$ cat config.mk
export PLATFORM = sky130hd
export DESIGN_NAME = viterbi_codec
export DESIGN_NICKNAME = d
export VERILOG_FILES = /design/src/rtl/viterbi_pkg.sv /design/src/rtl/viterbi_acs.sv /design/src/rtl/viterbi_codec.sv
export SDC_FILE = /design/constraint.sdc
export NUM_CORES = 1
export LEC_CHECK = 0
export ABC_AREA = 1
export CAP_MARGIN = 40
export CORE_MARGIN = 2
export CORE_UTILIZATION = 35
export CTS_CLUSTER_SIZE = 12
export DETAILED_ROUTE_END_ITERATION = 7
export SLEW_MARGIN = 5
export SYNTH_ARGS = -nofsm -noshare
export SYNTH_HDL_FRONTEND = slang
export SYNTH_SLANG_ARGS = --single-unit
$ cat constraint.sdc
create_clock -name clk -period 13.3 [get_ports clk]
set_input_delay 1.33 -clock clk [delete_from_list [all_inputs] [get_ports clk]]
set_output_delay 1.33 -clock clk [all_outputs]
set_load 0.005 [all_outputs]
$ cat src/rtl/viterbi_pkg.sv
// Shared trellis definitions for the rate-1/2, K=3 (7,5) convolutional codec.
// Encoder and decoder both take branch labels from here.
package viterbi_pkg;

   localparam int NUM_STATES = 4;
   localparam logic [2:0] G0 = 3'b111;
   localparam logic [2:0] G1 = 3'b101;

   typedef logic [1:0] state_t;

   // Shift-register contents are {d, s1, s0}; the label bit order is {g7, g5}.
   function automatic logic [1:0] branch_label(input state_t state, input logic d);
      logic [2:0] sr;
      sr = {d, state};
      return {^(sr & G0), ^(sr & G1)};
   endfunction

   function automatic logic [1:0] hamming2(input logic [1:0] a, input logic [1:0] b);
      logic [1:0] x;
      x = a ^ b;
      return {x[1] & x[0], x[1] ^ x[0]};
   endfunction

endpackage

$ cat src/rtl/viterbi_acs.sv
// Add-compare-select for one next state: picks the smaller candidate metric.
// On a tie, candidate 0 (predecessor {a,0}) wins.
module viterbi_acs #(
   parameter int PM_W = 8
) (
   input  logic [PM_W-1:0] cand0,
   input  logic [PM_W-1:0] cand1,
   output logic [PM_W-1:0] pm_win,
   output logic            sel
);

   assign sel    = (cand1 < cand0);
   assign pm_win = sel ? cand1 : cand0;

endmodule

$ cat src/rtl/viterbi_codec.sv
// Rate-1/2 K=3 convolutional encoder plus hard-decision register-exchange Viterbi decoder.
// Optional feature macro: VITERBI_BEST_METRIC_EN adds the best_metric_o output.
module viterbi_codec
   import viterbi_pkg::*;
#(
   parameter int TB_DEPTH = 16,
   parameter int PM_W     = 8
) (
   input  logic            clk,
   input  logic            rst,
   input  logic            enable_encoder_i,
   input  logic            encoder_i,
   output logic            valid_encoder_o,
   output logic [1:0]      encoder_o,
   input  logic            enable_decoder_i,
   input  logic [1:0]      decoder_i,
   output logic            valid_decoder_o,
   output logic            decoder_o
`ifdef VITERBI_BEST_METRIC_EN
   ,
   output logic [PM_W-1:0] best_metric_o
`endif
);

   localparam int CNT_W = $clog2(TB_DEPTH + 1);

   state_t enc_state;

   logic [NUM_STATES-1:0][PM_W-1:0]     pm_p0;
   logic [NUM_STATES-1:0][PM_W-1:0]     pm_nxt;
   logic [NUM_STATES-1:0][TB_DEPTH-1:0] surv_p0;
   logic [NUM_STATES-1:0][TB_DEPTH-1:0] surv_nxt;
   logic [NUM_STATES-1:0]               dec_sel;
   logic [CNT_W-1:0]                    cnt_p0;
   logic [PM_W-1:0]                     min_pm;
   state_t                              best;
   logic                                full;

   always_ff @(posedge clk or negedge rst) begin
      if (!rst) begin
         enc_state       <= '0;
         encoder_o       <= 2'b00;
         valid_encoder_o <= 1'b0;
      end else begin
         valid_encoder_o <= enable_encoder_i;
         if (enable_encoder_i) begin
            encoder_o <= branch_label(enc_state, encoder_i);
            enc_state <= {encoder_i, enc_state[1]};
         end
      end
   end

   // Best state by pre-update metric; strict compare keeps the lowest index on ties.
   always_comb begin
      min_pm = pm_p0[0];
      best   = '0;
      for (int s = 1; s < NUM_STATES; s++) begin
         if (pm_p0[s] < min_pm) begin
            min_pm = pm_p0[s];
            best   = state_t'(s);
         end
      end
   end

   assign full = (cnt_p0 == CNT_W'(TB_DEPTH));

   // Next state {d,a} is reached from {a,0} and {a,1}; metrics normalised by min_pm.
   for (genvar ns = 0; ns < NUM_STATES; ns++) begin : g_acs
      localparam int   P0 = 2 * (ns % 2);
      localparam int   P1 = P0 + 1;
      localparam logic D  = 1'(ns / 2);

      logic [PM_W-1:0]     cand0;
      logic [PM_W-1:0]     cand1;
      logic [TB_DEPTH-1:0] surv_pred;

      assign cand0 = pm_p0[P0] + PM_W'(hamming2(decoder_i, branch_label(state_t'(P0), D))) - min_pm;
      assign cand1 = pm_p0[P1] + PM_W'(hamming2(decoder_i, branch_label(state_t'(P1), D))) - min_pm;

      viterbi_acs #(.PM_W(PM_W)) u_acs (
         .cand0  (cand0),
         .cand1  (cand1),
         .pm_win (pm_nxt[ns]),
         .sel    (dec_sel[ns])
      );

      assign surv_pred    = dec_sel[ns] ? surv_p0[P1] : surv_p0[P0];
      assign surv_nxt[ns] = {surv_pred[TB_DEPTH-2:0], D};
   end

   // Decoder register stage: metrics, survivors, counter and output advance together.
   always_ff @(posedge clk or negedge rst) begin
      if (!rst) begin
         for (int s = 0; s < NUM_STATES; s++) begin
            pm_p0[s] <= (s == 0) ? '0 : PM_W'(16);
         end
         surv_p0         <= '0;
         cnt_p0          <= '0;
         decoder_o       <= 1'b0;
         valid_decoder_o <= 1'b0;
      end else begin
         valid_decoder_o <= 1'b0;
         if (enable_decoder_i) begin
            pm_p0           <= pm_nxt;
            surv_p0         <= surv_nxt;
            decoder_o       <= surv_p0[best][TB_DEPTH-1];
            valid_decoder_o <= full;
            if (!full) begin
               cnt_p0 <= cnt_p0 + 1'b1;
            end
         end
      end
   end

`ifdef VITERBI_BEST_METRIC_EN
   logic [PM_W-1:0] min_nxt;

   always_comb begin
      min_nxt = pm_nxt[0];
      for (int s = 1; s < NUM_STATES; s++) begin
         if (pm_nxt[s] < min_nxt) min_nxt = pm_nxt[s];
      end
   end

   always_ff @(posedge clk or negedge rst) begin
      if (!rst) begin
         best_metric_o <= '0;
      end else if (enable_decoder_i) begin
         best_metric_o <= min_nxt;
      end
   end
`else
   // Without the feature there is no best-metric register or port.
`endif

endmodule

==> impl_metrics.yaml, run 1 <==
status:
  run_status: "completed"
placement:
  port_buffers: 11
  gp_congestion: 0.853
  post-dp-hpwl_um: 15200
global_routing:
  grt_antenna_before_repair: 0
  maximum_number_of_pins_on_one_net_before_global_route_repair: 81
  globalRouteOverflowTotal: 0
  grt_pass1_wl_um: 33500
  vias_in_the_first_global_route: 6690
  grt_usage: 0.160
logic_synthesis:
  synth-seq-area-share: 0.307
  synth.ff_latch_count: 103
  mappedNetlistNets: 1240
  synth_cell_type_count: 36
  post_synth.cell_area_avg_um2: 7.60
  mappedNetlistArea_mm2: 0.00842
  syn_inst: 1108
  yosysWarnings: 0
route:
  drt_pre_antenna_iters: 4
  post_drt_wl_per_cell_um: 14.0
  dr_total_vias: 7004
  detail_route.iter0.violations: 376
  drt-vias-per-instance: 4.94
  routed_wire_length_um: 19900
  remaining_drc_errors: 0
  final_antenna_net_count: 0
floorplan:
  die_w_um: 159
  num_rows: 56
  io_pins: 12
  fp.dieH_um: 159
  die-area_mm2: 0.0253
  initial_utilization: 0.358
  floorplan.core_area_mm2: 0.0235
clock_network:
  cts_max_level: 3
  clk_transition_reported_paths_ns: 0.08
  cts_tree: "yes"
  hold_buffers: 0
  postCtsResizedCells: 0
  ctsRootBufferMaster: "clkbuf_16"
  cts.repair_timing.setup_buffer_count: 0
  worst_skew_pair.late_latency_ns: 0.37
  number_of_buffers_inserted_during_clock_tree_synthesis: 9
  clock_sinks: 103
  ctsLongestPathBuffers: 2
critical_path:
  timing.critical_path.required_ns: 13.56
  critical_path_class: "reg -> reg"
  slowest_stage: "o21ai_0"
  critical-path-max-stage-delay_ns: 0.76
  peak_fanout_along_the_critical_path: 30
  timing.critical_path.arrival_ns: 9.19
  start_kind: "register"
  worst_setup_path_end_kind: "register"
sta:
  worst_slew_pin_slew_ns: 0.891
  rsz_0062_raised_after_global_routing: "no"
  maxClockFrequency_mhz: 112
  final_hold_violation_count: 0
  fin_crit_ns: 8.93
  timing.final.crit_share: 0.671
  fin_skew_ns: 0.0117
  report.final.slew_viol_count: 0
  max-slew-margin-rel: 0.405
  report.final.setup_viol: 0
  tns_ns: 0
hold_path:
  timing.hold.worst.class: "reg -> reg"
layout:
  drive_gt1_frac: 0.0437
  antennaDiodeCount: 0
  nNetsFinal: 1226
  area_growth_syn_to_layout_pct: 8.69
  mostFrequentLayoutCells: "190 x nand2_1, 183 x o21ai_0, 136 x inv_1"
  layout.cells.most_common: "nand2_1"
flow_run:
  maxCapViolCount: 0
[metal layers]
layer / routed length, µm / up-vias / track usage
met5: 0 / - / 0
met4: 254 / 0 / 0.0388
met3: 404 / 18 / 0.0203
met2: 8920 / 74 / 0.259
met1: 10300 / 3231 / 0.228
li1: - / 3681 / -
[cell type report]
type	count	area, µm²
Timing Repair Buffer	18	183
Clock buffer	9	225
Fill cell	2519	14400
Clock inverter	7	96.3
Multi-Input combinational cell	824	5150
Sequential cell	103	2580
Inverter	138	519
Tap cell	319	399
[per-stage QoR]
stage / cells / hold slack, ns / area (µm²) / setup WS (ns) / utilization
after floorplan: 1108 / 0.439 / 8420 / 5.80 / -
after global placement: 1400 / 0.450 / 8790 / 4.65 / 0.373
after detailed placement: 1402 / 0.456 / 8830 / 4.41 / 0.375
after CTS: 1418 / 0.475 / 9150 / 4.36 / 0.389
after global routing: 1418 / 0.482 / 9150 / 3.39 / 0.389
final: 1418 / 0.475 / 9150 / 4.37 / 0.389
[logic make-up after synthesis]
| group | after synthesis | synth area share |
|---|---|---|
| buffers and inverters | 181 | 0.0820 |
| adder cells (fa/ha/maj) | 125 | 0.193 |
| XOR/XNOR | 48 | 0.0499 |
| AO/OA/AOI/OAI | 319 | 0.198 |
| flip-flops | 103 | 0.307 |
| AND/OR/NAND/NOR | 332 | 0.171 |
[final timing paths]
kind                       cells past startpoint        start  slack [ns]          end
max                                           35    pm_p0[15]        4.37    pm_p0[15]
min                                            1  surv_p0[48]        0.48  surv_p0[48]
max reg2reg                                   35    pm_p0[15]        4.37    pm_p0[15]
min reg2reg                                    1  surv_p0[48]        0.48  surv_p0[48]
max in group asynchronous                      3          rst       11.43    pm_p0[28]
min in group asynchronous                      1          rst        0.87  surv_p0[11]
[worst max-delay path, delay by kind of cell (launching register included)]
kind                     cells  cell delay, ns
buffers and inverters        2            0.69
flip-flops                   1            0.45
AO/OA/AOI/OAI               10            2.98
AND/OR/NAND/NOR             17            2.66
adder cells (fa/ha/maj)      6            2.01
[flip-flops by register name, summed over array words and instances, names as in the netlist]
| signal | cells |
|---|---|
| cnt_p0 | 5 |
| valid_encoder_o | 1 |
| valid_decoder_o | 1 |
| enc_state | 2 |
| surv_p0 | 59 |
| pm_p0 | 32 |
| decoder_o | 1 |
| encoder_o | 2 |
[synth_stat cells (all sizes together)]
master / n / area (µm²)
a211oi: 5 / 37.5
a21o: 4 / 30.0
a21oi: 106 / 531
a31oi: 4 / 25.0
and2: 12 / 75.1
buf: 10 / 48.8
clkbuf: 33 / 124
dfrtp: 100 / 2500
dfstp: 3 / 78.8
fa: 8 / 160
ha: 117 / 1460
inv: 138 / 518
nand2: 203 / 815
nand3: 46 / 240
nand3b: 6 / 45.0
nand4: 4 / 25.0
nor2: 56 / 210
nor3: 4 / 20.0
o211ai: 6 / 45.0
o21a: 2 / 16.3
o21ai: 184 / 925
o21bai: 2 / 15.0
o22ai: 2 / 12.5
o31ai: 4 / 30.0
or2: 1 / 6.26
xnor2: 5 / 43.8
xor2: 43 / 377
Power of run 1 is left out: the tool's default activity adds up to more than one toggle a clock period on the data nets, which glitch-free logic cannot reach.
==> run 2, diff against run 1 <==
Clock period 13.3 ns to 7.2 ns, I/O delays scaled along.
==> impl_metrics.yaml, run 2 (synthesis results as in run 1) <==
route:
  dr_total_vias: 7461
  final_antenna_net_count: 0
  post_drt_wl_per_cell_um: 15.1
  remaining_drc_errors: 0
  detail_route.iter0.violations: 404
  drt_pre_antenna_iters: 5
  drt-vias-per-instance: 5.07
  routed_wire_length_um: 22200
clock_network:
  clock_sinks: 103
  ctsRootBufferMaster: "clkbuf_16"
  ctsLongestPathBuffers: 2
  worst_skew_pair.late_latency_ns: 0.36
  hold_buffers: 0
  cts_tree: "yes"
  clk_transition_reported_paths_ns: 0.07
  cts_max_level: 3
  number_of_buffers_inserted_during_clock_tree_synthesis: 9
floorplan:
  io_pins: 12
  die-area_mm2: 0.0253
  die_w_um: 159
  num_rows: 56
  floorplan.core_area_mm2: 0.0235
  fp.dieH_um: 159
  initial_utilization: 0.358
layout:
  nNetsFinal: 1281
  area_growth_syn_to_layout_pct: 19.6
  largest-register: "surv_p0"
  top_registers: "surv_p0 (59), pm_p0 (32), cnt_p0 (5)"
  layout.core_utilization: 0.428
  multi_input_comb_area_mm2: 0.00561
  antennaDiodeCount: 0
  layout.cells.most_common: "nand2_1"
  drive_gt1_frac: 0.156
  final.fill_count: 2427
  sequential_cell_area_mm2: 0.00258
  mostFrequentLayoutCells: "185 x nand2_1, 153 x o21ai_0, 129 x inv_1"
  stdcell_area_mm2: 0.0101
  largest_reg_flops: 59
hold_path:
  timing.hold.worst.class: "in -> async"
sta:
  report.final.slew_viol_count: 0
  report.final.setup_viol: 0
  fin_skew_ns: 0.00896
  fin_crit_ns: 6.82
  worst_slew_pin_slew_ns: 0.784
  final_hold_violation_count: 0
  max-slew-margin-rel: 0.477
  maxClockFrequency_mhz: 147
  tns_ns: 0
  timing.final.crit_share: 0.947
placement:
  gp_congestion: 0.872
  port_buffers: 11
  post-dp-hpwl_um: 15400
  detailed_place.area_mm2: 0.00908
critical_path:
  critical_path_class: "reg -> reg"
  timing.critical_path.required_ns: 7.42
  peak_fanout_along_the_critical_path: 12
  worst_setup_path_end_kind: "register"
  critical-path-max-stage-delay_ns: 0.40
  slowest_stage: "dfrtp_1"
  start_kind: "register"
  timing.critical_path.arrival_ns: 7.03
  cp_common_cell: "buf_4"
global_routing:
  grt_pass1_wl_um: 34900
  globalRouteOverflowTotal: 0
  maximum_number_of_pins_on_one_net_before_global_route_repair: 81
  grt_usage: 0.166
  grt_antenna_before_repair: 0
  vias_in_the_first_global_route: 7071
status:
  run_status: "completed"
flow_run:
  maxCapViolCount: 0
==> run 2: cell count changes in the layout (fill, tap and decap cells not counted), moves of 11 or more <==
cell	delta
a21oi_1	-16
ha_4	+11
a21oi_2	+16
ha_1	-15
o21ai_0	-30
o21ai_1	+24
buf_4	+40
==> run 2: area by class of cell <==
cell class / instances / share of cell area
Inverter: 138 / 0.0520
Tap cell: 319 / 0.0396
Multi-Input combinational cell: 825 / 0.557
Clock inverter: 6 / 0.00609
Sequential cell: 103 / 0.256
Timing Repair Buffer: 72 / 0.0659
Clock buffer: 10 / 0.0227
==> run 2: timing repair <==
item / 4_1_cts / 5_1_grt
resized for setup: 3 / 131
endpoints found under the setup margin: 72 / 88
pin swaps: 0 / 20
cloned: 0 / 5
setup buffers: 0 / 18
==> run 2: through the flow <==
stage / setup slack (ns) / cells / hold slack [ns]
finish: 0.383 / 1473 / 0.378
global route: -0.0664 / 1473 / 0.421
CTS: 0.0183 / 1450 / 0.401
detailed placement: -0.161 / 1434 / 0.453
global placement: 0.0553 / 1434 / 0.450
floorplan: 0.0159 / 1108 / 0.424
==> run 2: critical path, delay by kind of cell (launching register included) <==
kind                     cells  cell delay (ns)
XOR/XNOR                     1             0.26
AND/OR/NAND/NOR              9             0.74
AO/OA/AOI/OAI               14             2.07
flip-flops                   1             0.40
buffers and inverters        9             1.37
adder cells (fa/ha/maj)      6             1.79
==> run 2: final timing paths <==
path                       slack, ns  cells past startpoint     endpoint        start
max                             0.38                     39     pm_p0[0]     pm_p0[7]
min                             0.38                      1  surv_p0[13]          rst
max reg2reg                     0.38                     39     pm_p0[0]     pm_p0[7]
min reg2reg                     0.47                      1  surv_p0[48]  surv_p0[48]
max in group asynchronous       5.61                      2    pm_p0[29]          rst
min in group clk                0.47                      1  surv_p0[48]  surv_p0[48]
==> run 2: routing by layer <==
layer | track usage | part of all wire
met5 | 0 | 0
met4 | 0.0306 | 0.010
met3 | 0.0206 | 0.025
met2 | 0.271 | 0.46
met1 | 0.240 | 0.50
Power of run 2 is left out for the same reason.
==> run 3, diff against run 2 <==
Settings changed: CORE_MARGIN 2 to 4.
==> impl_metrics.yaml, run 3 (synthesis results as in run 1) <==
layout:
  top_registers: "surv_p0 (59), pm_p0 (32), cnt_p0 (5)"
  nNetsFinal: 1286
  layout.cells.most_common: "nand2_1"
  largest_reg_flops: 59
  area_growth_syn_to_layout_pct: 20.4
  antennaDiodeCount: 0
  final.fill_count: 2418
  mostFrequentLayoutCells: "185 x nand2_1, 130 x inv_1, 125 x o21ai_0"
  final-instance-count-excl-fill: 1478
  drive_gt1_frac: 0.160
  largest-register: "surv_p0"
critical_path:
  timing.critical_path.required_ns: 7.41
  slowest_stage: "dfrtp_1"
  critPathLaunch: "pm_p0[7]"
  cp_common_cell: "nand2_4"
  start_kind: "register"
  regToRegEndpoint: "surv_p0[45]"
  cp_capture_point: "surv_p0[45]"
  reg2reg_slack_ns: 0.26
  worst_r2r_start: "pm_p0[7]"
  r2r_depth: 44
  worst_setup_path_end_kind: "register"
  critical_path_class: "reg -> reg"
  critical-path-max-stage-delay_ns: 0.38
  timing.critical_path.arrival_ns: 7.15
  peak_fanout_along_the_critical_path: 10
sta:
  report.final.setup_viol: 0
  timing.hold.ws_ns: 0.409
  rsz_0062_raised_after_global_routing: "yes"
  max-slew-margin-rel: 0.484
  maxClockFrequency_mhz: 144
  fin_skew_ns: 0.0110
  fin_crit_ns: 6.94
  report.final.slew_viol_count: 0
  timing.final.crit_share: 0.964
  worst_slew_pin_slew_ns: 0.774
  final_hold_violation_count: 0
  tns_ns: 0
clock_network:
  number_of_buffers_inserted_during_clock_tree_synthesis: 9
  ctsLongestPathBuffers: 2
  cts_tree: "yes"
  cts_max_level: 3
  ctsRootBufferMaster: "clkbuf_16"
  clock_sinks: 103
  worst_skew_pair.late_latency_ns: 0.36
  clk_transition_reported_paths_ns: 0.07
  hold_buffers: 0
floorplan:
  die_w_um: 163
  die-area_mm2: 0.0266
  fp.dieH_um: 163
  initial_utilization: 0.358
  io_pins: 12
  floorplan.core_area_mm2: 0.0235
  num_rows: 56
global_routing:
  globalRouteOverflowTotal: 0
  grt_pass1_wl_um: 34800
  grt_antenna_before_repair: 0
  grt_usage: 0.160
  maximum_number_of_pins_on_one_net_before_global_route_repair: 81
  vias_in_the_first_global_route: 7049
placement:
  port_buffers: 11
  numPlacedInstances: 1435
  post-dp-hpwl_um: 15500
  gp_congestion: 0.851
status:
  run_status: "completed"
route:
  drt_pre_antenna_iters: 5
  final_antenna_net_count: 0
  post_drt_wl_per_cell_um: 15.7
  dr_total_vias: 7519
  drt-vias-per-instance: 5.09
  routed_wire_length_um: 23200
  detail_route.iter0.violations: 535
  remaining_drc_errors: 0
hold_path:
  timing.hold.worst.class: "in -> async"
flow_run:
  maxCapViolCount: 0
## run 3: routing by layer
layer  wire (µm)  track usage  part of all wire  vias up
met2       10600        0.255              0.46      113
met3         794       0.0214             0.034       34
met4         374       0.0370             0.016        0
li1            -            -                 -     3811
met1       11400        0.233              0.49     3561
met5           0            0                 0        -
## run 3: per-stage QoR
stage                     cell area [µm²]  worst slack [ns]   util
after floorplan                      8420            0.0159      -
after global placement               9070            0.0110  0.385
after detailed placement             9090            -0.145  0.386
after CTS                            9390           0.00138  0.399
after global routing                10100            -0.189  0.430
final                               10100             0.261  0.430
## run 3: area by class of cell
type / count / area (µm²) / area share
Sequential cell: 103 / 2580 / 0.255
Inverter: 138 / 523 / 0.0516
Clock buffer: 9 / 225 / 0.0222
Timing Repair Buffer: 76 / 756 / 0.0746
Multi-Input combinational cell: 826 / 5580 / 0.551
Tap cell: 319 / 399 / 0.0394
Clock inverter: 7 / 68.8 / 0.00679
## run 3: timing repair
item	in CTS	in global routing
setup buffers	0	14
setup endpoints to repair	43	88
pin swaps	0	23
gates cloned	0	13
resized for setup	5	152
## run 3: worst min path at each step
| stage | from | cells past startpoint | slack, ns | to |
|---|---|---|---|---|
| 5_1_grt | rst | 1 | 0.45 | pm_p0[23] |
| 2_1_floorplan | rst | 0 | 0.42 | cnt_p0[0] |
| 4_1_cts | rst | 1 | 0.43 | pm_p0[31] |
| 3_3_place_gp | surv_p0[48] | 1 | 0.45 | surv_p0[48] |
| 6_report | rst | 1 | 0.41 | pm_p0[23] |
| 3_5_place_dp | surv_p0[48] | 1 | 0.45 | surv_p0[48] |
## run 3: worst max-delay path: cells and delay by family (launching register included)
| kind | cells | cell delay (ns) |
|---|---|---|
| AO/OA/AOI/OAI | 13 | 2.09 |
| XOR/XNOR | 1 | 0.25 |
| adder cells (fa/ha/maj) | 6 | 1.68 |
| buffers and inverters | 8 | 0.88 |
| flip-flops | 1 | 0.38 |
| AND/OR/NAND/NOR | 16 | 1.51 |
Power of run 3 is left out for the same reason.
